--- src/rtl/rf_pkg.sv ---
// Shared types and defaults for the parametrised register file.
// Latency: n/a (declarations only).
// Backpressure: n/a.
package rf_pkg;

  // Clear-engine state encoding
  typedef enum logic {
    RF_IDLE  = 1'b0,
    RF_CLEAR = 1'b1
  } rf_state_e;

  localparam int RF_DEF_WIDTH = 4;
  localparam int RF_DEF_DEPTH = 4;

endpackage

--- src/rtl/reg_file_param_if.sv ---
// Bus bundle between the ALU datapath and the register file.
// Latency: wires only.
// Backpressure: none on reads; writes during a clear are dropped and flagged via wr_drop.
interface reg_file_param_if #(
  parameter int WIDTH = 4,
  parameter int DEPTH = 4
);
  localparam int AW = $clog2(DEPTH);

  logic [WIDTH-1:0] data_in;
  logic [AW-1:0]    wr;
  logic             write_enable;
  logic [AW-1:0]    rd1;
  logic [AW-1:0]    rd2;
  logic             clear_req;
  logic [WIDTH-1:0] data_out1;
  logic [WIDTH-1:0] data_out2;
  logic             valid_out1;
  logic             valid_out2;
  logic             busy;
  logic             wr_drop;

  modport master (
    output data_in, wr, write_enable, rd1, rd2, clear_req,
    input  data_out1, data_out2, valid_out1, valid_out2, busy, wr_drop
  );

  modport slave (
    input  data_in, wr, write_enable, rd1, rd2, clear_req,
    output data_out1, data_out2, valid_out1, valid_out2, busy, wr_drop
  );
endinterface

--- src/rtl/rf_read_port.sv ---
// One asynchronous read port: DEPTH:1 data/valid mux with optional write forwarding.
// Latency: combinational.
// Backpressure: none.
module rf_read_port #(
  parameter int WIDTH  = 4,
  parameter int DEPTH  = 4,
  parameter bit BYPASS = 1'b1
) (
  input  logic [WIDTH-1:0]         mem_i [DEPTH],
  input  logic [DEPTH-1:0]         valid_i,
  input  logic [$clog2(DEPTH)-1:0] rd_addr_i,
  input  logic                     byp_en_i,
  input  logic [$clog2(DEPTH)-1:0] wr_addr_i,
  input  logic [WIDTH-1:0]         wr_data_i,
  output logic [WIDTH-1:0]         data_o,
  output logic                     valid_o
);
  logic hit;

  // Forward only a write that will actually be accepted at the coming edge
  assign hit = BYPASS && byp_en_i && (wr_addr_i == rd_addr_i);

  // Select forwarded data or the stored entry
  always_comb begin
    data_o  = mem_i[rd_addr_i];
    valid_o = valid_i[rd_addr_i];
    if (hit) begin
      data_o  = wr_data_i;
      valid_o = 1'b1;
    end
  end
endmodule

--- src/rtl/reg_file_param.sv ---
// Parametrised register file: one write port, two async read ports, valid bits, bulk-clear engine.
// Latency: reads combinational (0-cycle write forwarding when BYPASS=1), writes land at the edge.
// Backpressure: while busy (clearing) writes are rejected and wr_drop pulses the next cycle.
module reg_file_param
  import rf_pkg::*;
#(
  parameter int WIDTH  = RF_DEF_WIDTH,
  parameter int DEPTH  = RF_DEF_DEPTH,
  parameter bit BYPASS = 1'b1
) (
  input  logic            clk,
  input  logic            reset,
  reg_file_param_if.slave bus
);
  localparam int AW = $clog2(DEPTH);

  logic [WIDTH-1:0] mem_q [DEPTH];
  logic [DEPTH-1:0] valid_q;
  rf_state_e        state_q, state_d;
  logic [AW-1:0]    ptr_q, ptr_d;
  logic             wr_drop_q, wr_drop_d;
  logic             busy;
  logic             clr_en;
  logic             wr_acc;

  // busy comes straight from the state flop, so it is a registered output
  assign busy      = (state_q == RF_CLEAR);
  assign wr_acc    = bus.write_enable & ~busy;
  assign wr_drop_d = bus.write_enable & busy;

  // Clear engine: walk ptr from 0 to DEPTH-1, one entry per cycle; requests while clearing are ignored
  always_comb begin
    state_d = state_q;
    ptr_d   = ptr_q;
    clr_en  = 1'b0;
    case (state_q)
      RF_IDLE: begin
        if (bus.clear_req) begin
          state_d = RF_CLEAR;
          ptr_d   = '0;
        end
      end
      RF_CLEAR: begin
        clr_en = 1'b1;
        ptr_d  = ptr_q + AW'(1);
        if (ptr_q == AW'(DEPTH - 1)) begin
          state_d = RF_IDLE;
        end
      end
      default: state_d = RF_IDLE;
    endcase
  end

  // Control registers: FSM state, clear pointer, drop flag
  always_ff @(posedge clk or negedge reset) begin
    if (!reset) begin
      state_q   <= RF_IDLE;
      ptr_q     <= '0;
      wr_drop_q <= 1'b0;
    end else begin
      state_q   <= state_d;
      ptr_q     <= ptr_d;
      wr_drop_q <= wr_drop_d;
    end
  end

  // Storage: clear and accepted write are mutually exclusive because writes are gated by busy
  always_ff @(posedge clk or negedge reset) begin
    if (!reset) begin
      for (int i = 0; i < DEPTH; i++) begin
        mem_q[i] <= '0;
      end
      valid_q <= '0;
    end else if (clr_en) begin
      mem_q[ptr_q]   <= '0;
      valid_q[ptr_q] <= 1'b0;
    end else if (wr_acc) begin
      mem_q[bus.wr]   <= bus.data_in;
      valid_q[bus.wr] <= 1'b1;
    end
  end

  rf_read_port #(.WIDTH(WIDTH), .DEPTH(DEPTH), .BYPASS(BYPASS)) u_rp1 (
    .mem_i     (mem_q),
    .valid_i   (valid_q),
    .rd_addr_i (bus.rd1),
    .byp_en_i  (wr_acc),
    .wr_addr_i (bus.wr),
    .wr_data_i (bus.data_in),
    .data_o    (bus.data_out1),
    .valid_o   (bus.valid_out1)
  );

  rf_read_port #(.WIDTH(WIDTH), .DEPTH(DEPTH), .BYPASS(BYPASS)) u_rp2 (
    .mem_i     (mem_q),
    .valid_i   (valid_q),
    .rd_addr_i (bus.rd2),
    .byp_en_i  (wr_acc),
    .wr_addr_i (bus.wr),
    .wr_data_i (bus.data_in),
    .data_o    (bus.data_out2),
    .valid_o   (bus.valid_out2)
  );

  assign bus.busy    = busy;
  assign bus.wr_drop = wr_drop_q;
endmodule

--- src/flat_wrapper.sv ---
// flat-port wrapper written by rule: the top's interface ports become plain ports
module reg_file_param_flat import rf_pkg::*;
#(
  parameter int WIDTH  = RF_DEF_WIDTH,
  parameter int DEPTH  = RF_DEF_DEPTH,
  parameter bit BYPASS = 1'b1
)
  (clk, reset, bus_data_in, bus_wr, bus_write_enable, bus_rd1, bus_rd2, bus_clear_req, bus_data_out1, bus_data_out2, bus_valid_out1, bus_valid_out2, bus_busy, bus_wr_drop);
  reg_file_param_if #(.WIDTH(WIDTH), .DEPTH(DEPTH)) bus_i ();
  input  logic clk;
  input  logic reset;
  input wire logic [$bits(bus_i.data_in)-1:0] bus_data_in;
  input wire logic [$bits(bus_i.wr)-1:0] bus_wr;
  input wire logic [$bits(bus_i.write_enable)-1:0] bus_write_enable;
  input wire logic [$bits(bus_i.rd1)-1:0] bus_rd1;
  input wire logic [$bits(bus_i.rd2)-1:0] bus_rd2;
  input wire logic [$bits(bus_i.clear_req)-1:0] bus_clear_req;
  output wire logic [$bits(bus_i.data_out1)-1:0] bus_data_out1;
  output wire logic [$bits(bus_i.data_out2)-1:0] bus_data_out2;
  output wire logic [$bits(bus_i.valid_out1)-1:0] bus_valid_out1;
  output wire logic [$bits(bus_i.valid_out2)-1:0] bus_valid_out2;
  output wire logic [$bits(bus_i.busy)-1:0] bus_busy;
  output wire logic [$bits(bus_i.wr_drop)-1:0] bus_wr_drop;
  assign bus_i.data_in = bus_data_in;
  assign bus_i.wr = bus_wr;
  assign bus_i.write_enable = bus_write_enable;
  assign bus_i.rd1 = bus_rd1;
  assign bus_i.rd2 = bus_rd2;
  assign bus_i.clear_req = bus_clear_req;
  assign bus_data_out1 = bus_i.data_out1;
  assign bus_data_out2 = bus_i.data_out2;
  assign bus_valid_out1 = bus_i.valid_out1;
  assign bus_valid_out2 = bus_i.valid_out2;
  assign bus_busy = bus_i.busy;
  assign bus_wr_drop = bus_i.wr_drop;
  reg_file_param #(.WIDTH(WIDTH), .DEPTH(DEPTH), .BYPASS(BYPASS)) u_core (.clk(clk), .reset(reset), .bus(bus_i));
endmodule
--- config.mk ---
export PLATFORM = sky130hd
export DESIGN_NAME = reg_file_param_flat
export DESIGN_NICKNAME = d
export VERILOG_FILES = /design/src/rtl/rf_pkg.sv /design/src/rtl/reg_file_param_if.sv /design/src/rtl/rf_read_port.sv /design/src/rtl/reg_file_param.sv /design/src/flat_wrapper.sv
export SDC_FILE = /design/constraint.sdc
export NUM_CORES = 1
export LEC_CHECK = 0
export BUFFER_PORTS_ARGS = -buffer_cell sky130_fd_sc_hd__buf_2
export CORE_ASPECT_RATIO = 1.4
export CORE_UTILIZATION = 50
export CTS_CLUSTER_DIAMETER = 120
export DETAILED_ROUTE_END_ITERATION = 10
export PLACE_DENSITY = 0.72
export SLEW_MARGIN = 0
export SYNTH_ARGS = -nofsm -noshare
export SYNTH_HDL_FRONTEND = slang
export SYNTH_SLANG_ARGS = --single-unit
--- constraint.sdc ---
create_clock -name clk -period 1.72 [get_ports clk]
set_clock_uncertainty 0.1 [all_clocks]
set_input_delay 0.086 -clock clk [delete_from_list [all_inputs] [get_ports clk]]
set_output_delay 0.086 -clock clk [all_outputs]
set_load 0.01 [all_outputs]
==> out/summary.txt <==
Synthesis-to-finish area growth = 19.5%
Netlist Area Pre-Place = 1500 um2
DP Area = 1630 um2
Chip height = 66.9 um
Hold WC Path Type = input pin to flip-flop
Crit end category = primary output
Outcome = finished, violations left
P per Cell Area = 1360 nW/um2
Max Fanout on Critical Path = 3
Layout Cells excl Fill = 204
Hold Fails Final Rpt = 0
Final HPWL DP = 2.47 mm
Initial antenna violation count = 0
Seq/Total Area, Yosys = 39.9%
Die Span X = 48.4 um
Asr flop ratio synth = 100%
Pwr Total = 2.45 mW
Critical Path AT = 1550 ps
Worst Tran Pin Value = 581 ps
Layout filler cell count = 224
Critical Path RT = 1530 ps
Max Transition Viols Final = 0
Ant. Diodes = 0
Final setup violation count = 4
Yosys cell types = 22
Switch Pwr = 0.865 mW
CTS tree = yes
Root Driver = clkbuf_8
Post-synthesis register bit count = 24
Vias per inst = 5.58
Post-layout instance area = 1800 um2
Cell row count = 23
Maximum vdd drop = 825 uV
Pint = 1.58 mW
Yosys warnings = 0
Worst slack, placed = 218 ps
Startpoint types = flip-flop
Via count = 1139
Most common cell in the netlist = nand2_1
Synth area leaders = dfrtp_1 40%, mux4_2 12%, nand2_1 9.7%
RSZ-0062 raised after global routing = yes
Drt first pass iters = 4
Final worst path period need = 1740 ps
Share of the synthesized area in the top cell type = 39.9%
Hold Crit Depth = 3
Sink Count = 24
Gate power share = 46.2%
Core area = 2850 um2
Clock latency on the worst-skew pair = 270 ps
GRT overflow = 0
R2r worst-path depth = 5
First-pass GRT wire length = 5.69 mm
Post-route DRC = 0
Final Net Count = 186
H-Tree Depth = 1
Switching part of the total = 35.4%
Failing checks = negative setup slack
Top FF cell, synth = dfrtp_1
Max clock buf depth = 2
Synth Instances = 136
Antenna-violating nets left = 0
Total GRT Usage = 24.2%
Fmax = 576 MHz
Max Cap Viol = 0
Layout cells sized above 1 = 34.1%
Syn Nets = 154
Period Utilization, post-route = 101%
Placed Cells = 192
P_leak = 0.892 nW
Total CTS buffers = 3
Worst setup margin = -16.5 ps
Avg Cell Area, Syn = 11.1 um2
Clk pwr share = 15.9%
Vias in the first global route = 1186
Crit Path Class = flip-flop to primary output
Post-synth top cells = 39 x nand2_1, 24 x dfrtp_1, 16 x o21ai_0, 8 x mux2_4, 8 x mux4_2
Sequential Power Share = 37.9%
Die Area = 3230 um2
Final WL = 3.54 mm
Pin count of the biggest net entering global routing = 25
Port-buffer cells = 25
WL per Instance = 17.3 um
Slew margin rel. = 61.3%
Placer Congestion = 0.771
Clock Pin Slew Worst Setup and Hold Paths = 90 ps
Synth area leader = dfrtp_1
Initial Util = 52.8%
Number of synthesized flops with an enable pin = 0
Ports = 26
1st-iter DRT viols = 32
## area by class of cell
class                           count  area (um2)  share of cell area [%]
Timing Repair Buffer               37         263                    14.6
Multi-Input combinational cell     97         813                    45.3
Inverter                            5        18.8                    1.04
Sequential cell                    24         601                    33.4
Clock buffer                        4        55.1                    3.06
Tap cell                           37        46.3                    2.58
## cell families (layout without fill, tap and decap cells)
logic type	count (synthesis)	in the layout	share of synthesized area [%]
multiplexers	19	19	24.1
flip-flops	24	24	39.9
AND/OR/NAND/NOR	48	48	15.8
XOR/XNOR	4	4	2.33
adder cells (fa/ha/maj)	4	4	3.33
buffers and inverters	15	46	6.16
AO/OA/AOI/OAI	22	22	8.32
## registers in the layout, indices dropped and copies added, names as in the netlist
signal	cells
u_core.bus.busy	1
u_core.bus.wr_drop	1
u_core.mem_q	16
u_core.ptr_q	2
u_core.valid_q	4
## routing by layer
layer / routed length [um] / GRT usage, % / vias to the layer above
met5: 0 / 0 / -
met4: 92 / 13.2 / 0
met3: 102 / 3.20 / 11
met2: 1930 / 44.7 / 35
met1: 1420 / 26.9 / 559
li1: - / - / 534
## worst paths after layout
| path | start | slack, ps | end |
|---|---|---|---|
| min reg2reg | u_core.valid_q[1]$_DFFE_PN0P_ | 400 | u_core.valid_q[1]$_DFFE_PN0P_ |
| min | bus_data_in[3] | 4 | u_core.mem_q[7]$_DFFE_PN0P_ |
| max reg2reg | u_core.bus.busy$_DFF_PN0_ | 220 | u_core.mem_q[11]$_DFFE_PN0P_ |
| min in group asynchronous | reset | 240 | u_core.bus.wr_drop$_DFF_PN0_ |
| max | u_core.mem_q[1]$_DFFE_PN0P_ | -20 | bus_data_out2[1] |
| max in group asynchronous | reset | 900 | u_core.bus.busy$_DFF_PN0_ |
## power groups by stage
stage               sequential, mW  combinational [mW]  clock, mW
floorplan                    0.900               0.688          0
global placement             0.905               0.936          0
detailed placement           0.932               0.977          0
CTS                          0.921                1.08      0.392
global route                 0.948                1.23      0.415
finish                       0.926                1.13      0.390
## critical path, cell delays in order, from the launching register on
cell	delay, ps
dfrtp_1	410
mux4_2	480
mux2_4	270
buf_6	120
## layout by cell type, fill, tap and decap left out, drive strengths merged, types with 2 or more instances in the layout
master        n
inv           5
ha            4
a21o          5
dlygate4sd3   4
nand2        39
xnor2         4
dfrtp        24
mux4         10
o21ai        16
nand3         2
clkbuf        4
buf          33
nor4bb        2
mux2          8
## stage by stage
| stage | util (%) | hold slack, ps | TNS [ps] |
|---|---|---|---|
| floorplan | - | -310 | 0 |
| global placement | 57.3 | 0.0747 | 0 |
| detailed placement | 57.3 | 3.33 | 0 |
| CTS | 62.3 | 1.72 | -26.0 |
| global route | 63.1 | 23.6 | -299 |
| finish | 63.1 | 3.61 | -38.2 |
## what timing repair did
item | 4_1_cts | 5_1_grt
gates resized for setup | 6 | 1
setup buffers | 2 | 2
setup endpoints to repair | 8 | 8
hold buffers | 4 | 0
pin swaps | 1 | 0
endpoints found under the hold margin | 28 | 0
Power figures use the tool's default switching activity.
